File: src/rtl/clk_div_prog.sv
// clk_div_prog: runtime-programmable integer clock divider, N = 2..2^W-1,
// with a 50% duty cycle for both even and odd divisors.
//
// A posedge-domain counter/FSM generates clk_p. For odd N, a negedge register
// (clk_n) stretches the high phase by half a CLK cycle. Divisor reloads and
// stop/start decisions happen only at period boundaries, so CLK_OUT never glitches.
//
// Optional feature: define CLK_DIV_TICK_EN to add the TICK output. TICK is a
// registered one-cycle pulse during the first CLK cycle of every period.
module clk_div_prog #(
    parameter int W           = 4,
    parameter int DIV_DEFAULT = 7
) (
    input  logic         CLK,
    input  logic         CLRn,
    input  logic         EN,
    input  logic [W-1:0] DIV,
    input  logic         DIV_LD,
    output logic         CLK_OUT,
    output logic         ACTIVE
`ifdef CLK_DIV_TICK_EN
    ,
    output logic         TICK
`endif
);

    typedef enum logic {
        IDLE = 1'b0,
        RUN  = 1'b1
    } state_t;

    localparam logic [W-1:0] DIV_INIT = W'(DIV_DEFAULT);
    localparam logic [W-1:0] DIV_MIN  = W'(2);

    state_t         state_reg;
    logic [W-1:0]   cnt_reg;
    logic [W-1:0]   n_cur_reg;
    logic [W-1:0]   n_pend_reg;
    logic           clk_p_reg;
    logic           clk_n_reg;

    logic [W-1:0]   half;
    logic [W:0]     cnt_inc;
    logic           at_boundary;
    logic [W-1:0]   div_clamped;

    // Derived values: half-period, next count (one bit wider so the compare is exact),
    // boundary detect, and the clamped divisor for the pending register.
    always_comb begin
        half        = n_cur_reg >> 1;
        cnt_inc     = {1'b0, cnt_reg} + (W+1)'(1);
        at_boundary = (cnt_reg == (n_cur_reg - W'(1)));
        div_clamped = (DIV < DIV_MIN) ? DIV_MIN : DIV;
    end

    // Pending divisor: captured on DIV_LD; a later load overwrites an unapplied value.
    always_ff @(posedge CLK or negedge CLRn) begin
        if (!CLRn) begin
            n_pend_reg <= DIV_INIT;
        end else if (DIV_LD) begin
            n_pend_reg <= div_clamped;
        end
    end

    // Posedge FSM: counts through the period, drives clk_p, and applies
    // the pending divisor or stops only at the boundary.
    always_ff @(posedge CLK or negedge CLRn) begin
        if (!CLRn) begin
            state_reg <= IDLE;
            cnt_reg   <= '0;
            n_cur_reg <= DIV_INIT;
            clk_p_reg <= 1'b0;
        end else begin
            case (state_reg)
                IDLE: begin
                    cnt_reg <= '0;
                    if (EN) begin
                        state_reg <= RUN;
                        n_cur_reg <= n_pend_reg;
                        clk_p_reg <= 1'b1;
                    end else begin
                        clk_p_reg <= 1'b0;
                    end
                end
                RUN: begin
                    if (!at_boundary) begin
                        cnt_reg   <= cnt_inc[W-1:0];
                        clk_p_reg <= (cnt_inc < {1'b0, half});
                    end else if (EN) begin
                        cnt_reg   <= '0;
                        n_cur_reg <= n_pend_reg;
                        clk_p_reg <= 1'b1;
                    end else begin
                        state_reg <= IDLE;
                        cnt_reg   <= '0;
                        clk_p_reg <= 1'b0;
                    end
                end
                default: begin
                    state_reg <= IDLE;
                    cnt_reg   <= '0;
                    clk_p_reg <= 1'b0;
                end
            endcase
        end
    end

    // Negedge phase register: extends the high phase by half a cycle for odd N only.
    always_ff @(negedge CLK or negedge CLRn) begin
        if (!CLRn) begin
            clk_n_reg <= 1'b0;
        end else begin
            clk_n_reg <= clk_p_reg & n_cur_reg[0];
        end
    end

`ifdef CLK_DIV_TICK_EN
    logic tick_reg;

    // Tick: high during the first cycle of each period, i.e. whenever the FSM
    // is about to enter (or re-enter) cnt==0 in RUN.
    always_ff @(posedge CLK or negedge CLRn) begin
        if (!CLRn) begin
            tick_reg <= 1'b0;
        end else begin
            case (state_reg)
                IDLE:    tick_reg <= EN;
                RUN:     tick_reg <= at_boundary & EN;
                default: tick_reg <= 1'b0;
            endcase
        end
    end

    assign TICK = tick_reg;
`endif

    assign CLK_OUT = clk_p_reg | clk_n_reg;
    assign ACTIVE  = (state_reg == RUN);

endmodule

File: config.mk
export PLATFORM = sky130hd
export DESIGN_NAME = clk_div_prog
export DESIGN_NICKNAME = d
export VERILOG_FILES = /design/src/rtl/clk_div_prog.sv
export SDC_FILE = /design/constraint.sdc
export NUM_CORES = 1
export LEC_CHECK = 0
export BUFFER_PORTS_ARGS = -buffer_cell sky130_fd_sc_hd__buf_4
export CORE_MARGIN = 2
export CORE_UTILIZATION = 49
export CTS_BUF_LIST = sky130_fd_sc_hd__clkbuf_8 sky130_fd_sc_hd__clkbuf_16
export DETAILED_ROUTE_END_ITERATION = 8
export PLACE_DENSITY = 0.84
export SYNTH_ARGS = -nofsm -noshare
export SYNTH_HDL_FRONTEND = slang
export SYNTH_SLANG_ARGS = --single-unit
File: constraint.sdc
create_clock -name CLK -period 2.05 [get_ports CLK]
set_clock_uncertainty 0.05 [all_clocks]
set_input_delay 0.1025 -clock CLK [delete_from_list [all_inputs] [get_ports CLK]]
set_output_delay 0.1025 -clock CLK [all_outputs]
set_load 0.02 [all_outputs]
==> impl_metrics.env, run 1 <==
export IMPL_outcome="complete, but fails checks"
export IMPL_failed_checks="setup timing"
export IMPL_grt_use_total_pct=17.2
export IMPL_cts_buffers=3
export IMPL_port_buffers=9
export IMPL_drt_total_wl_um=1320
export IMPL_drv_slew=0
export IMPL_endpoint="CLK_OUT"
export IMPL_synth_xor_area_share_pct=9.95
export IMPL_firstDrtPassIters=4
export IMPL_synthToLayoutAreaGrowth_pct=21.3
export IMPL_p_leak_uw=0.000447
export IMPL_fp_dieArea_sq_um=1930
export IMPL_dp_cells=89
export IMPL_synth_compound_area_share_pct=10.4
export IMPL_synth_most_common_cell="dfrtp_1"
export IMPL_synthTopCellsByCount="dfrtp_1 (8), dfstp_2 (6), inv_1 (6), nor2_1 (6), ha_1 (4)"
export IMPL_place_congestion=0.753
export IMPL_holdPathStages=2
export IMPL_synthMuxAreaShare_pct=9.95
export IMPL_cp_start_kind="flip-flop"
export IMPL_grtUsageMet3_pct=1.25
export IMPL_final_nets=92
export IMPL_cp_required_ps=1900
export IMPL_initial_core_util_pct=51.7
export IMPL_cts_sinks=15
export IMPL_yosys_area_share_simple_pct=11.2
export IMPL_setup_viol=1
export IMPL_grt_use_met1_pct=20.8
export IMPL_holdWs_ps=35.8
export IMPL_antenna_found_initial=0
export IMPL_die_width_um=43.9
export IMPL_clk_latency_ps=250
export IMPL_cts_tree="done"
export IMPL_synth_enable_flop_cells=0
export IMPL_yosys_top_cells_area="dfrtp_1 (26%), dfstp_2 (20%), ha_1 (6.4%)"
export IMPL_dieHeight_um=43.9
export IMPL_num_rows=14
export IMPL_drc=0
export IMPL_rsz0062_at_grt="yes"
export IMPL_synth_seq_area_share_pct=49.1
export IMPL_clock_tree_htree_level_count=1
export IMPL_end_kind="output port"
export IMPL_syn_inst=63
export IMPL_grt_use_met2_pct=27.6
export IMPL_ys_async_sr_fraction_pct=100
export IMPL_gr_total_overflow=0
export IMPL_grt_pass1_wl_um=2260
export IMPL_crit_fanout=1
export IMPL_n_fill_cell=104
export IMPL_crit_start="clk_n_reg"
export IMPL_finalHoldViolations=0
export IMPL_ys_ff_latch=15
export IMPL_tightestPinTransition_ps=343
export IMPL_ys_types=28
export IMPL_dp_hpwl_um=992
export IMPL_clk_pin_slew_worst_paths_ps=60
export IMPL_yosysTopAreaCell="dfrtp_1"
export IMPL_yosys_area_top_type_share_pct=25.7
export IMPL_synthAdderAreaFrac_pct=6.42
export IMPL_critPathArrivalTime_ps=1960
export IMPL_dominantRegCellSynth="dfrtp_1"
export IMPL_grt_max_degree=16
export IMPL_routedWlPerCell_um=13.9
export IMPL_ant_nets=0
export IMPL_via_per_inst=5.56
export IMPL_r2r_end="n_cur_reg[3]"
export IMPL_synth_top_family_by_area="simple AND/OR/NAND/NOR gates"
export IMPL_grt_most_used_layer="met2"
export IMPL_drt_initial_drc_count=11
export IMPL_reg2reg_depth=6
export IMPL_io_pins=10
export IMPL_n_antenna_cell=0
export IMPL_power_density_nw_per_um2=1670
export IMPL_clock_path_buffers=2
export IMPL_grt_pass1_vias=518
export IMPL_maxCapViolCount=0
export IMPL_timing_rr_start="n_cur_reg[0]"
export IMPL_final_cell_count_no_fill=95
export IMPL_layout_drive_gt1_share_pct=36.7
export IMPL_synth_warnings=0
export IMPL_setup_ws_ps=-63.9
export IMPL_path_class="flip-flop to output port"
export IMPL_vdd_ir_drop_max_uv=670
export IMPL_hold_path_class="primary input to flip-flop"
export IMPL_syn_area_sq_um=779
export IMPL_root_buffer="clkbuf_8"
export IMPL_syn_num_nets=75
export IMPL_avgSynthCellArea_sq_um=12.4
export IMPL_max_slew_margin_pct=76.9
export IMPL_core_area_sq_um=1510
export IMPL_num_vias=528
export IMPL_r2r_slack_ps=100
==> worst max-delay path, cell delays in order, from the launching register on <==
cell,delay (ps)
dfrtn_1,320
or2_4,220
buf_6,130
==> stage by stage <==
step                      area, sq um  TNS (ps)  setup slack [ps]  power [uW]  util, %
final                             946     -63.9             -63.9        1580     62.8
after global routing              946     -84.7             -84.7        1710     62.8
after detailed placement          875         0              41.5        1330     58.1
after floorplan                   779         0              78.1        1160        -
after CTS                         946     -70.4             -70.4        1600     62.8
after global placement            875         0              90.2        1310     58.1
==> power breakdown <==
part           internal [uW]  switching, uW
logic                    425            366
clock network            132            100
registers                439            115
total                    996            581
==> cells in the final DEF (no fill, tap or decap), drive strengths merged <==
cell,n
nor2,6
a21bo,1
nor3,2
xor3,1
xor2,3
mux2i,1
a21boi,1
a21oi,1
nor3b,1
a31oi,2
nor2b,2
dfstp,6
o311ai,1
inv,7
ha,4
xnor2,3
or2,1
o21ai,3
mux2,5
and2,1
buf,10
dfrtp,8
o31ai,1
nand2b,1
clkbuf,3
dfrtn,1
dlygate4sd3,2
nand3,1
==> cell families after synthesis <==
kind of cell / Yosys count
multiplexers: 6
AO/OA/AOI/OAI: 10
AND/OR/NAND/NOR: 15
flip-flops: 15
buffers and inverters: 6
XOR/XNOR: 7
adder cells (fa/ha/maj): 4
==> final cells by class <==
type / instances / area (sq um) / area share (%)
Sequential cell: 15 / 383 / 40.5
Multi-Input combinational cell: 42 / 377 / 39.8
Timing Repair Buffer: 12 / 98.8 / 10.4
Clock buffer: 3 / 41.3 / 4.37
Inverter: 6 / 22.5 / 2.38
Tap cell: 16 / 20.0 / 2.12
Clock inverter: 1 / 3.75 / 0.397
==> worst min path at each step <==
stage | start | end
final | EN | ACTIVE
after global routing | EN | ACTIVE
after detailed placement | CLRn | n_cur_reg[3]
after CTS | EN | ACTIVE
after global placement | CLRn | n_cur_reg[3]
after floorplan | CLRn | ACTIVE
==> layer usage <==
layer  up-vias  part of all wire [%]
met1       256                    44
li1        248                     -
met4         0                   3.5
met2        20                    48
met5         -                     0
met3         4                   4.4
==> repair_timing <==
item | 4_1_cts | 5_1_grt
pin swaps | 0 | 3
resized for setup | 2 | 0
setup buffers | 0 | 0
setup endpoints to repair | 1 | 3
hold endpoints to repair | 16 | 0
hold buffers | 2 | 0
Note: power is estimated with default switching activity, not from simulation.
==> run 2, diff against run 1 <==
--- a/config.mk
+++ b/config.mk
@@ -10,6 +10,7 @@
 export CORE_UTILIZATION = 49
 export CTS_BUF_LIST = sky130_fd_sc_hd__clkbuf_8 sky130_fd_sc_hd__clkbuf_16
 export DETAILED_ROUTE_END_ITERATION = 8
+export HOLD_SLACK_MARGIN = 0.15
 export PLACE_DENSITY = 0.84
 export SYNTH_ARGS = -nofsm -noshare
 export SYNTH_HDL_FRONTEND = slang
==> run 2 against run 1 <==
  * The run still ends with setup timing left
  * Non-clock buffer count increased by 6
  * Critical path depth unchanged
  * Global-route usage increased by 1.8 points
  * Clock-buffer cell count unchanged
  * Critical path type unchanged
  * Largest power group unchanged
==> impl_metrics.env, run 2 (synthesized netlist as in run 1, its figures left out) <==
export IMPL_seq_area_sq_um=383
export IMPL_rsz0062_at_grt="yes"
export IMPL_clk_pin_slew_worst_paths_ps=60
export IMPL_r2r_slack_ps=100
export IMPL_critPathTopFamily="flip-flops"
export IMPL_initial_core_util_pct=51.7
export IMPL_finalHoldViolations=0
export IMPL_clk_latency_ps=250
export IMPL_r2r_end="n_cur_reg[3]"
export IMPL_io_pins=10
export IMPL_end_kind="output port"
export IMPL_mostFrequentLayoutCells="buf_4 (9), dfrtp_1 (8), dlygate4sd3_1 (8)"
export IMPL_dp_hpwl_um=992
export IMPL_critPathArrivalTime_ps=1960
export IMPL_cts_tree="done"
export IMPL_p_leak_uw=0.000470
export IMPL_timing_rr_start="n_cur_reg[0]"
export IMPL_antenna_found_initial=0
export IMPL_gr_total_overflow=0
export IMPL_grt_max_degree=16
export IMPL_final_nets=98
export IMPL_path_buf_inv=1
export IMPL_via_per_inst=5.48
export IMPL_layout_drive_gt1_share_pct=34.1
export IMPL_cts_sinks=15
export IMPL_die_width_um=43.9
export IMPL_cp_cell_sequence="or2_4 -> buf_6"
export IMPL_power_density_nw_per_um2=1580
export IMPL_reg2reg_depth=6
export IMPL_vdd_ir_drop_max_uv=675
export IMPL_maxCapViolCount=0
export IMPL_n_antenna_cell=0
export IMPL_clock_tree_htree_level_count=1
export IMPL_core_area_sq_um=1510
export IMPL_final_cell_count_no_fill=101
export IMPL_firstDrtPassIters=4
export IMPL_routedWlPerCell_um=14.6
export IMPL_fp_dieArea_sq_um=1930
export IMPL_grt_pass1_wl_um=2500
export IMPL_port_buffers=9
export IMPL_hold_path_class="primary input to asynchronous set/reset pin"
export IMPL_multi_input_area_sq_um=377
export IMPL_setup_ws_ps=-63.6
export IMPL_dp_cells=89
export IMPL_utilization_pct=66.8
export IMPL_grt_use_total_pct=19.0
export IMPL_max_stage_delay_ps=320
export IMPL_failed_checks="setup timing"
export IMPL_outcome="complete, but fails checks"
export IMPL_clock_path_buffers=2
export IMPL_drc=0
export IMPL_setup_viol=1
export IMPL_final_common_cell="buf_4"
export IMPL_cp_required_ps=1900
export IMPL_synthToLayoutAreaGrowth_pct=29.1
export IMPL_num_vias=553
export IMPL_tightestPinTransition_ps=441
export IMPL_path_class="flip-flop to output port"
export IMPL_crit_fanout=1
export IMPL_drt_total_wl_um=1480
export IMPL_drv_slew=0
export IMPL_dieHeight_um=43.9
export IMPL_place_congestion=0.753
export IMPL_ant_nets=0
export IMPL_num_rows=14
export IMPL_max_slew_margin_pct=70.2
export IMPL_n_fill_cell=98
export IMPL_cts_buffers=3
export IMPL_cp_start_kind="flip-flop"
export IMPL_drt_initial_drc_count=8
export IMPL_grt_pass1_vias=559
export IMPL_root_buffer="clkbuf_8"
export IMPL_cp_slowest_cell="dfrtn_1"
[run 2: cell types whose count changed in the layout (fill, tap and decap cells not counted)]
| cell | delta |
|---|---|
| dlygate4sd3_1 | +6 |
[run 2: worst reg2reg max path, cell delays in order (launching register included)]
cell and delay, ps:
dfstp_2 560, inv_1 60, ha_1 290, xnor2_1 160, nor3_4 250, a31oi_4 150
mux2_4 320
[run 2: layer usage]
layer	vias to the layer above	global-route usage [%]	share of wire (%)
met2	18	30.9	50
li1	260	-	-
met5	-	0	0
met3	4	1.25	3.4
met4	0	14.5	3.0
met1	271	23.5	43
[run 2: worst max-delay path by stage]
stage,start,to,slack [ps],cells after the start
CTS,clk_n_reg,CLK_OUT,-70,2
global placement,n_cur_reg[0],n_cur_reg[3],90,6
global route,clk_n_reg,CLK_OUT,-80,2
floorplan,n_cur_reg[0],n_cur_reg[3],80,6
detailed placement,n_cur_reg[0],n_cur_reg[3],40,6
finish,clk_n_reg,CLK_OUT,-60,2
[run 2: per-stage QoR]
step	hold WS [ps]	worst slack (ps)	instance area (sq um)	power [uW]	setup TNS, ps
floorplan	-243	78.1	779	1160	0
global placement	-86.5	90.2	875	1310	0
detailed placement	-85.5	41.5	875	1330	0
CTS	188	-70.4	1010	1610	-70.4
global route	216	-84.7	1010	1720	-84.7
finish	195	-63.6	1010	1590	-63.6
[run 2: layout make-up]
class	count	share of cell area, %
Sequential cell	15	38.1
Multi-Input combinational cell	42	37.4
Timing Repair Buffer	18	15.8
Clock buffer	3	4.10
Inverter	6	2.24
Tap cell	16	1.99
Clock inverter	1	0.373
[run 2: where the power goes]
| group | switching [uW] | leakage, uW | total (uW) | internal [uW] |
|---|---|---|---|---|
| sequential | 115 | 0.000171 | 554 | 439 |
| clock | 99.4 | 0.0000269 | 232 | 132 |
| combinational | 369 | 0.000272 | 803 | 434 |
[run 2: timing repair]
| action | 4_1_cts | 5_1_grt |
|---|---|---|
| hold buffers | 8 | 0 |
| setup endpoints to repair | 1 | 3 |
| setup buffers | 0 | 0 |
| resized for setup | 2 | 0 |
| pin swaps | 0 | 3 |
| endpoints found under the hold margin | 19 | 0 |
